**src/rtl/seg14_pkg.sv**
```systemverilog
// Shared definitions for the 14-segment scanner: FSM state encoding,
// the space code and the character font.
package seg14_pkg;

    localparam int FONT_CHAR_W = 6;
    localparam int FONT_SEG_W  = 14;
    localparam int CODE_SPACE  = 36;

    typedef logic [0:0] state_t;
    localparam state_t IDLE = 1'b0;
    localparam state_t SCAN = 1'b1;

    // Segment order {a,b,c,d,e,f,g1,g2,h,i,j,k,l,m}; h/j upper diagonals,
    // i/l centre verticals, k/m lower diagonals.
    function automatic logic [FONT_SEG_W-1:0] font_glyph(input logic [FONT_CHAR_W-1:0] code);
        logic [FONT_SEG_W-1:0] g;
        case (code)
            6'd0:    g = 14'b11111100001100;
            6'd1:    g = 14'b01100000001000;
            6'd2:    g = 14'b11011011000000;
            6'd3:    g = 14'b11110001000000;
            6'd4:    g = 14'b01100111000000;
            6'd5:    g = 14'b10110111000000;
            6'd6:    g = 14'b10111111000000;
            6'd7:    g = 14'b11100000000000;
            6'd8:    g = 14'b11111111000000;
            6'd9:    g = 14'b11110111000000;
            6'd10:   g = 14'b11101111000000;
            6'd11:   g = 14'b11110001010010;
            6'd12:   g = 14'b10011100000000;
            6'd13:   g = 14'b11110000010010;
            6'd14:   g = 14'b10011110000000;
            6'd15:   g = 14'b10001110000000;
            6'd16:   g = 14'b10111101000000;
            6'd17:   g = 14'b01101111000000;
            6'd18:   g = 14'b10010000010010;
            6'd19:   g = 14'b01111000000000;
            6'd20:   g = 14'b00001110001001;
            6'd21:   g = 14'b00011100000000;
            6'd22:   g = 14'b01101100101000;
            6'd23:   g = 14'b01101100100001;
            6'd24:   g = 14'b11111100000000;
            6'd25:   g = 14'b11001111000000;
            6'd26:   g = 14'b11111100000001;
            6'd27:   g = 14'b11001111000001;
            6'd28:   g = 14'b10110111000000;
            6'd29:   g = 14'b10000000010010;
            6'd30:   g = 14'b01111100000000;
            6'd31:   g = 14'b00001100001100;
            6'd32:   g = 14'b01101100000101;
            6'd33:   g = 14'b00000000101101;
            6'd34:   g = 14'b00000000101010;
            6'd35:   g = 14'b10010000001100;
            default: g = '0;
        endcase
        return g;
    endfunction

endpackage

```
**src/rtl/seg14_font.sv**
```systemverilog
// Combinational character-code to segment-pattern lookup.
module seg14_font
    import seg14_pkg::*;
#(
    parameter int SEG_W  = 14,
    parameter int CHAR_W = 6
) (
    input  logic [CHAR_W-1:0] code,
    output logic [SEG_W-1:0]  segm
);

    logic [FONT_CHAR_W-1:0] idx;

    assign idx  = FONT_CHAR_W'(code);
    assign segm = SEG_W'(font_glyph(idx));

endmodule

```
**src/rtl/seg14_scan_ctrl.sv**
```systemverilog
// Multiplexed 14-segment display scanner with shadow/active character buffers.
// Define SEG14_SCROLL_EN to add the scroll_en input and the rotating digit offset.
//
// state | meaning
// IDLE  | display blanked, scanner parked at digit 0, waiting for en
// SCAN  | each digit held PRESCALE cycles, digits cycled one-hot
module seg14_scan_ctrl
    import seg14_pkg::*;
#(
`ifdef SEG14_SCROLL_EN
    parameter int SCROLL_FRAMES = 64,
`endif
    parameter int NUM_DIGITS    = 12,
    parameter int SEG_W         = 14,
    parameter int CHAR_W        = 6,
    parameter int PRESCALE      = 1000
) (
`ifdef SEG14_SCROLL_EN
    input  logic                          scroll_en,
`endif
    input  logic                          clk,
    input  logic                          rst_n,
    input  logic                          en,
    input  logic                          wr_en,
    input  logic [$clog2(NUM_DIGITS)-1:0] wr_addr,
    input  logic [CHAR_W-1:0]             wr_data,
    input  logic                          commit,
    output logic                          commit_pending,
    output logic                          frame_start,
    output logic [NUM_DIGITS-1:0]         sel,
    output logic [SEG_W-1:0]              segm
);

    localparam int IW = $clog2(NUM_DIGITS);
    localparam int PW = (PRESCALE > 1) ? $clog2(PRESCALE) : 1;
    localparam logic [IW-1:0] LAST_IDX = IW'(NUM_DIGITS - 1);
    localparam logic [PW-1:0] LAST_PRE = PW'(PRESCALE - 1);
    localparam logic [CHAR_W-1:0] SPACE = CHAR_W'(CODE_SPACE);

    state_t              state;
    logic [IW-1:0]       index;
    logic [IW-1:0]       index_nxt;
    logic [IW-1:0]       char_idx;
    logic [PW-1:0]       prescale_cnt;
    logic [CHAR_W-1:0]   shadow     [NUM_DIGITS];
    logic [CHAR_W-1:0]   active     [NUM_DIGITS];
    logic [CHAR_W-1:0]   shadow_nxt [NUM_DIGITS];
    logic [CHAR_W-1:0]   sel_char;
    logic [SEG_W-1:0]    seg_pat;
    logic                wr_hit;
    logic                start;
    logic                stop;
    logic                tc;
    logic                wrap;
    logic                apply;

    always_comb begin
        wr_hit = wr_en && (int'(wr_addr) < NUM_DIGITS);
        for (int i = 0; i < NUM_DIGITS; i++) begin
            shadow_nxt[i] = (wr_hit && (int'(wr_addr) == i)) ? wr_data : shadow[i];
        end
    end

    always_comb begin
        start = (state == IDLE) && en;
        stop  = (state == SCAN) && !en;
        tc    = (state == SCAN) && en && (prescale_cnt == LAST_PRE);
        wrap  = tc && (index == LAST_IDX);
        apply = commit_pending && (wrap || (state == IDLE));
        if (start || wrap) begin
            index_nxt = '0;
        end else if (tc) begin
            index_nxt = index + 1'b1;
        end else begin
            index_nxt = index;
        end
    end

`ifdef SEG14_SCROLL_EN
    localparam int FW = (SCROLL_FRAMES > 1) ? $clog2(SCROLL_FRAMES) : 1;
    localparam logic [FW-1:0] LAST_FRAME = FW'(SCROLL_FRAMES - 1);

    logic [IW-1:0] offset;
    logic [IW-1:0] offset_nxt;
    logic [FW-1:0] frame_cnt;
    logic [FW-1:0] frame_cnt_nxt;
    logic [IW:0]   idx_sum;

    always_comb begin
        offset_nxt    = offset;
        frame_cnt_nxt = frame_cnt;
        if (apply) begin
            offset_nxt    = '0;
            frame_cnt_nxt = '0;
        end else if (wrap && scroll_en) begin
            if (frame_cnt == LAST_FRAME) begin
                frame_cnt_nxt = '0;
                offset_nxt    = (offset == LAST_IDX) ? '0 : offset + 1'b1;
            end else begin
                frame_cnt_nxt = frame_cnt + 1'b1;
            end
        end
        idx_sum  = {1'b0, index_nxt} + {1'b0, offset_nxt};
        char_idx = (idx_sum >= (IW+1)'(NUM_DIGITS)) ? IW'(idx_sum - (IW+1)'(NUM_DIGITS))
                                                    : IW'(idx_sum);
    end

    always_ff @(posedge clk or negedge rst_n) begin
        if (!rst_n) begin
            offset    <= '0;
            frame_cnt <= '0;
        end else begin
            offset    <= offset_nxt;
            frame_cnt <= frame_cnt_nxt;
        end
    end
`else
    assign char_idx = index_nxt;
`endif

    // Look up the character that will be displayed after this edge, so a
    // commit landing on the wrap edge is already visible on digit 0.
    assign sel_char = apply ? shadow_nxt[char_idx] : active[char_idx];

    seg14_font #(
        .SEG_W  (SEG_W),
        .CHAR_W (CHAR_W)
    ) u_font (
        .code (sel_char),
        .segm (seg_pat)
    );

    always_ff @(posedge clk or negedge rst_n) begin
        if (!rst_n) begin
            for (int i = 0; i < NUM_DIGITS; i++) begin
                shadow[i] <= SPACE;
                active[i] <= SPACE;
            end
        end else begin
            shadow <= shadow_nxt;
            if (apply) begin
                active <= shadow_nxt;
            end
        end
    end

    always_ff @(posedge clk or negedge rst_n) begin
        if (!rst_n) begin
            commit_pending <= 1'b0;
        end else if (apply) begin
            commit_pending <= 1'b0;
        end else if (commit) begin
            commit_pending <= 1'b1;
        end
    end

    always_ff @(posedge clk or negedge rst_n) begin
        if (!rst_n) begin
            state        <= IDLE;
            index        <= '0;
            prescale_cnt <= '0;
            sel          <= '0;
            segm         <= '0;
            frame_start  <= 1'b0;
        end else if (start || tc) begin
            state        <= SCAN;
            index        <= index_nxt;
            prescale_cnt <= '0;
            sel          <= {{(NUM_DIGITS-1){1'b0}}, 1'b1} << index_nxt;
            segm         <= seg_pat;
            frame_start  <= (index_nxt == '0);
        end else if (stop) begin
            state        <= IDLE;
            index        <= '0;
            prescale_cnt <= '0;
            sel          <= '0;
            segm         <= '0;
            frame_start  <= 1'b0;
        end else begin
            frame_start  <= 1'b0;
            if (state == SCAN) begin
                prescale_cnt <= prescale_cnt + 1'b1;
            end
        end
    end

endmodule
```
**config.mk**
```make
export PLATFORM = sky130hd
export DESIGN_NAME = seg14_scan_ctrl
export DESIGN_NICKNAME = d
export VERILOG_FILES = /design/src/rtl/seg14_pkg.sv /design/src/rtl/seg14_font.sv /design/src/rtl/seg14_scan_ctrl.sv
export SDC_FILE = /design/constraint.sdc
export NUM_CORES = 1
export LEC_CHECK = 0
export CORE_MARGIN = 5
export CORE_UTILIZATION = 44
export DETAILED_ROUTE_END_ITERATION = 7
export SLEW_MARGIN = 40
export SYNTH_ARGS = -nofsm -noshare
export SYNTH_HDL_FRONTEND = slang
export SYNTH_HIERARCHICAL = 1
export SYNTH_SLANG_ARGS = --single-unit
```
**constraint.sdc**
```tcl
create_clock -name clk -period 7.6 [get_ports clk]
set_input_delay 0.76 -clock clk [delete_from_list [all_inputs] [get_ports clk]]
set_output_delay 0.76 -clock clk [all_outputs]
set_load 0.03 [all_outputs]
```
Yosys cells after proc, flatten, opt, wreduce, memory -nomap -nowiden
Memories as Yosys holds them, arrays and structs flattened. Cells that the tools add are included.

Equal/unequal tests: 13. Muxes and demuxes: 35. Shift operators: 1. Magnitude comparators: 2. Reductions and logical operators: 28. Add/sub/neg operators: 2. Bitwise gates (word level): 2.

Operators by type and width (number): 6-bit 2-to-1 mux (17); 6-bit binary-select mux with 4-bit select (2); 4-bit equality test, second input constant (9); 10-bit 2-to-1 mux (3); 14-bit 2-to-1 mux (2); 12-bit 2-to-1 mux (2); 1-bit logical AND (19); 4-bit 2-to-1 mux (4); 1-bit by 4-bit << shifter with 12-bit output, first input constant (1); 10-bit by 1-bit adder with 10-bit output, second input constant (1); 10-bit equality test, second input constant (1); 4-bit by 3-bit equality test with 1-bit output, second input constant (2); 4-bit zero test (2); 5-bit greater-or-equal comparator, second input constant (1); 1-bit 2-to-1 mux (5); 4-bit NOT with 5-bit output (1); 4-bit by 1-bit adder with 4-bit output, second input constant (1); 4-bit by 2-bit equality test with 1-bit output, second input constant (1); 4-bit less-than comparator, second input constant (1); 2-bit nonzero test (2); 1-bit logical OR (3); 3-bit nonzero test (1); 1-bit zero test (1); 1-bit NOT (1).

ROM bits: 896. Bits of input ports: 15. Memories kept: 1. Flip-flop bits (word level): 187.

Memories: (no name shown) (words 64, width 14, rd ports 1, clocked after Yosys merged registers in 0, write ports 0, RTL line seg14_pkg.sv:17) `case (code)`.

Depth between registers and ports, before layout
An unclocked memory read counts as a cell.

Depth in word-level cells: 12. Mapped depth: 19. Mapped depth without buffers: 15.

Cells and area by module
The synthesis kept the hierarchy.

By module, submodules not included: seg14_scan_ctrl (sequential area each 4739.5 um^2, cells each 844, area an instance 9027.4 um^2, times used 1); seg14_font (sequential area each 0.0 um^2, cells each 113, area an instance 763.2 um^2, times used 1).

Worst setup path after synthesis
No wires, ideal clock.

Path type: input -> register. Start point: input port en. End point: register segm[1]. Setup slack: 3399 ps. Arrival time: 4080 ps. Cell stages on the path: 17. Data required time: 7479 ps. Setup time: 121 ps. Path through: buf_4 -> and4b_1 -> buf_4 -> nand3_4 -> a22o_2 -> nor2_2 -> o221ai_1 -> o221a_1 -> o32ai_1 -> buf_6 -> inv_1 -> ha_1 -> nand2_1 -> nand2_1 -> a211o_1 -> o211a_1 -> a22o_1.

Word-level cells in the longest chain between the ends: 12. Elaborated cells between the ends (all ways): 23. Classes of those cells: mux (10); bitwise (1); reduce/logical (11); memory (1).

Ends and longest elaborated chain: start: declaration (RTL line seg14_scan_ctrl.sv:23) `input logic en,`; 1-bit logical AND (2 in a row) (RTL line seg14_scan_ctrl.sv:67) `tc = (state == SCAN) && en && (prescale_cnt == LAST_PRE);`; 1-bit logical AND (RTL line seg14_scan_ctrl.sv:68) `wrap = tc && (index == LAST_IDX);`; 1-bit logical OR (RTL line seg14_scan_ctrl.sv:70) `if (start || wrap) begin`; 4-bit 2-to-1 mux (RTL line seg14_scan_ctrl.sv:70); 4-bit NOT with 5-bit output (implied by the code) (RTL line seg14_scan_ctrl.sv:123) `assign sel_char = apply ? shadow_nxt[char_idx] : active[char_idx];`; 6-bit binary-select mux with 4-bit select (RTL line seg14_scan_ctrl.sv:123); 6-bit 2-to-1 mux (implied by the code) (2 in a row) (RTL line seg14_scan_ctrl.sv:123); 6-bit 2-to-1 mux * (RTL line seg14_scan_ctrl.sv:123); net sel_char[1] (RTL line seg14_scan_ctrl.sv:48) `logic [CHAR_W-1:0] sel_char;`; memory read 64 x 14 bit *; net seg_pat[1] (RTL line seg14_scan_ctrl.sv:49) `logic [SEG_W-1:0] seg_pat;`; 14-bit 2-to-1 mux * (RTL line seg14_scan_ctrl.sv:165) `end else if (start || tc) begin`; end signal: assignment (RTL line seg14_scan_ctrl.sv:170) `segm <= seg_pat;`; end: declaration (RTL line seg14_scan_ctrl.sv:31) `output logic [SEG_W-1:0] segm`.

The timed path passes the listed nets; every way through them passes the cells marked *. The select of a mux whose other input is x is not followed. A chain may end at the register's enable or synchronous reset.

Worst setup path after layout
Start point: input port en. End point: register segm[10].

Same word-level chain as after synthesis.

==> results by group <==
GRT
  • Largest net degree at the start of global routing: around 130
  • Initial antenna violation count: 0
  • Global route overflow: 0
  • First-pass GRT wire length: 42800 microns
  • Vias in the first global route: 7432
  • GR Util All Layers: 0.211

STA
  • Setup TNS: 0 ns
  • Slew headroom: 0.489
  • Final hold vios: 0
  • Setup Skew: 0.0130 ns
  • Crit share post-route: 0.668
  • Fin crit period: 5.08 ns
  • Max Clk Rate: 197 MHz
  • Setup-failing EPs final: 0
  • Worst slew pin tran: 0.765 ns
  • RSZ-0062 raised after global routing: false
  • Max-slew violation count: 0

Critical path
  • Buf/Inv on CP: 3
  • Slowest Stage Delay on Critical Path: 0.65 ns
  • Cell at the slowest stage of the critical path: nor2_1
  • Delay-heaviest family, CP: simple AND/OR/NAND/NOR gates
  • WS Path Type: in -> reg
  • Reg2reg end: segm[6]
  • Start of the worst register-to-register path: index[0]
  • Crit Path Max Fanout: 14
  • Flop2flop setup slack: 2.61 ns
  • Cell Chain, Critical Path: clkdlybuf4s50_1 > and4b_1 > nand4_1 > nand2_1 > nor2_1 > nand2_1 > o22ai_1 > buf_2 > inv_1 > ha_1 > mux2i_1 > a211oi_1 > a21oi_1 > o21ai_1 > a22o_1
  • Worst Reg-to-Reg Cells: 15
  • Critical path required time: roughly 7.9 ns
  • Crit start category: primary input
  • Crit path DAT: approximately 5.4 ns
  • Worst setup EP type: flip-flop
  • Most used cell, CP: nand2_1

Run
  • Max Cap Viol: 0

Synthesis
  • Post-Synthesis Cells: 957
  • Syn_nets: 982
  • Count of cell types in the netlist: 95
  • Top FF cell, synth: dfrtp_1
  • Mean Syn Cell Area: 10.2 sq um
  • Yosys reg bits: around 190
  • Post-synth EDFFs: 0
  • Yosys warnings: 6
  • Synthesized cell area: between 0.009 and 0.01 sq mm
  • Post-synthesis sequential area ratio: 0.484
  • Synth async-reset ratio: 1.00

Placement
  • Placed cell areas: approximately 0.010 sq mm
  • Dpl cells: roughly 1200
  • Number of buffers added on ports: 42
  • Placer congestion estimate: around 0.9
  • HPWL Detailed: 18300 microns

Routing
  • Vias per Instance: around 5.9
  • Post-Route WL: 26900 microns
  • Initial DRC count: ~630
  • DR vias: approximately 7500
  • 1st-pass router iterations: 5
  • DR WL/cell: around 21 microns
  • DRC: 0
  • ANT nets after route: 0

Clock tree
  • Max clock buf depth: 2
  • Root Driver: clkbuf_16
  • TritonCTS clock tree: done
  • Hold_buf cts: 0
  • TritonCTS buffer count: 17
  • Worst-path clk slew: 0.07 ns
  • Clk Latency, worst-skew pair: between 0.4 and 0.5 ns
  • CTS Sinks: approximately 190
  • Post-CTS Setup Bufs: 0
  • H-tree Lvls: 4
  • Post-cts resize count: 0

Cells and area
  • # diodes: 0
  • Final-layout fill cell count: 2063
  • Share of layout cells above drive strength 1: 0.182
  • Area Overhead vs Synth: 12.5%
  • Final instance area: 0.0110 sq mm
  • Fin nets: 1002
  • Non-Filler Instances: 1270

Pwr
  • Total power: ~3.0 mW
  • IR drop worst, VDD: ~160 uV
  • Leakage: 4.98 nW
  • Power density over the cells: 268 mW/mm^2

Die
  • # rows: 54
  • Die area: 0.0253 sq mm
  • Initial Util: 0.447
  • Die H: 159 microns
  • Core ar.: about 0.022 sq mm
  • I/O pins: 43
  • Die width: around 160 microns

Worst hold path
  • Hold Crit Class: in -> async

Status
  • Status: finished, final reports clean
## area by class of cell
type	instances	area (sq um)	area share
inverters	47	176	0.0160
repair buffers	59	566	0.0513
clock buffers	17	425	0.0386
clock inverters	15	155	0.0141
well taps	280	350	0.0318
multi-input cells	665	4600	0.418
flip-flops and latches	187	4740	0.430
## layer usage
layer | track usage | vias to the layer above | wire, microns
met3 | 0.0370 | 44 | 1580
li1 | - | 3484 | -
met5 | 0 | - | 0
met4 | 0.0791 | 0 | 759
met2 | 0.330 | 260 | 12500
met1 | 0.296 | 3723 | 12000
## state kept, by name, indices dropped and copies added, names as in the netlist
register and flops:
active 72, commit_pending 1, frame_start 1, index 4
prescale_cnt 10, segm 14, sel 12, shadow 72
state 1
## cells in the final DEF (no fill, tap or decap), drive strengths merged, types with 13 or more instances in the layout
master / instances
dfrtp: 139
nand2: 125
nor2: 85
a21oi: 68
mux2i: 60
inv: 53
dfstp: 48
clkdlybuf4s50: 41
o21ai: 39
mux2: 38
nand3: 22
a22o: 21
clkbuf: 18
buf: 17
nand4: 13
a221oi: 13
## cells in the mapped netlist, types with 10 or more instances
cell,instances,share of area
inv_1,46,0.018
a21oi_1,65,0.033
a221oi_1,11,0.0098
nor2_1,82,0.031
nor2b_1,10,0.0064
mux2_2,38,0.044
mux2i_1,60,0.061
nand4_1,12,0.0077
buf_6,11,0.013
nand3_1,21,0.011
nand2b_1,10,0.0064
o21ai_0,32,0.016
a22o_1,19,0.017
nand2_1,122,0.047
dfrtp_1,139,0.36
dfstp_2,48,0.13
clkbuf_1,30,0.012
ha_1,10,0.013
## report_power, final
group	switching (mW)	leakage (nW)	internal, mW
sequential	0.0945	2.26	1.25
combinational	0.436	2.43	0.285
clock	0.428	0.286	0.464
## per-stage QoR
step,setup slack [ns],hold slack [ns],utilization
2_1_floorplan,3.40,0.439,-
3_3_place_gp,1.99,0.448,0.475
3_5_place_dp,1.84,0.449,0.476
4_1_cts,2.31,0.370,0.503
5_1_grt,2.04,0.409,0.503
6_report,2.52,0.339,0.503
## how the worst max path moves through the flow
stage                     startpoint  slack [ns]        to  cells after the start
after floorplan                   en        3.40   segm[1]                     17
after global placement            en        1.99   segm[0]                     13
after detailed placement          en        1.84  segm[10]                     14
after CTS                         en        2.31   segm[3]                     13
after global routing              en        2.04  segm[10]                     15
final                             en        2.52  segm[10]                     15
## cell families (layout without fill, tap and decap cells)
kind of cell	after synthesis	in the layout	share of synthesized area
AND/OR/NAND/NOR	310	310	0.160
flip-flops	187	187	0.484
adder cells (fa/ha/maj)	10	10	0.0128
buffers and inverters	105	138	0.0538
AO/OA/AOI/OAI	237	237	0.173
XOR/XNOR	9	9	0.00882
multiplexers	99	99	0.107
No activity file was read; power rests on OpenSTA's default activity.
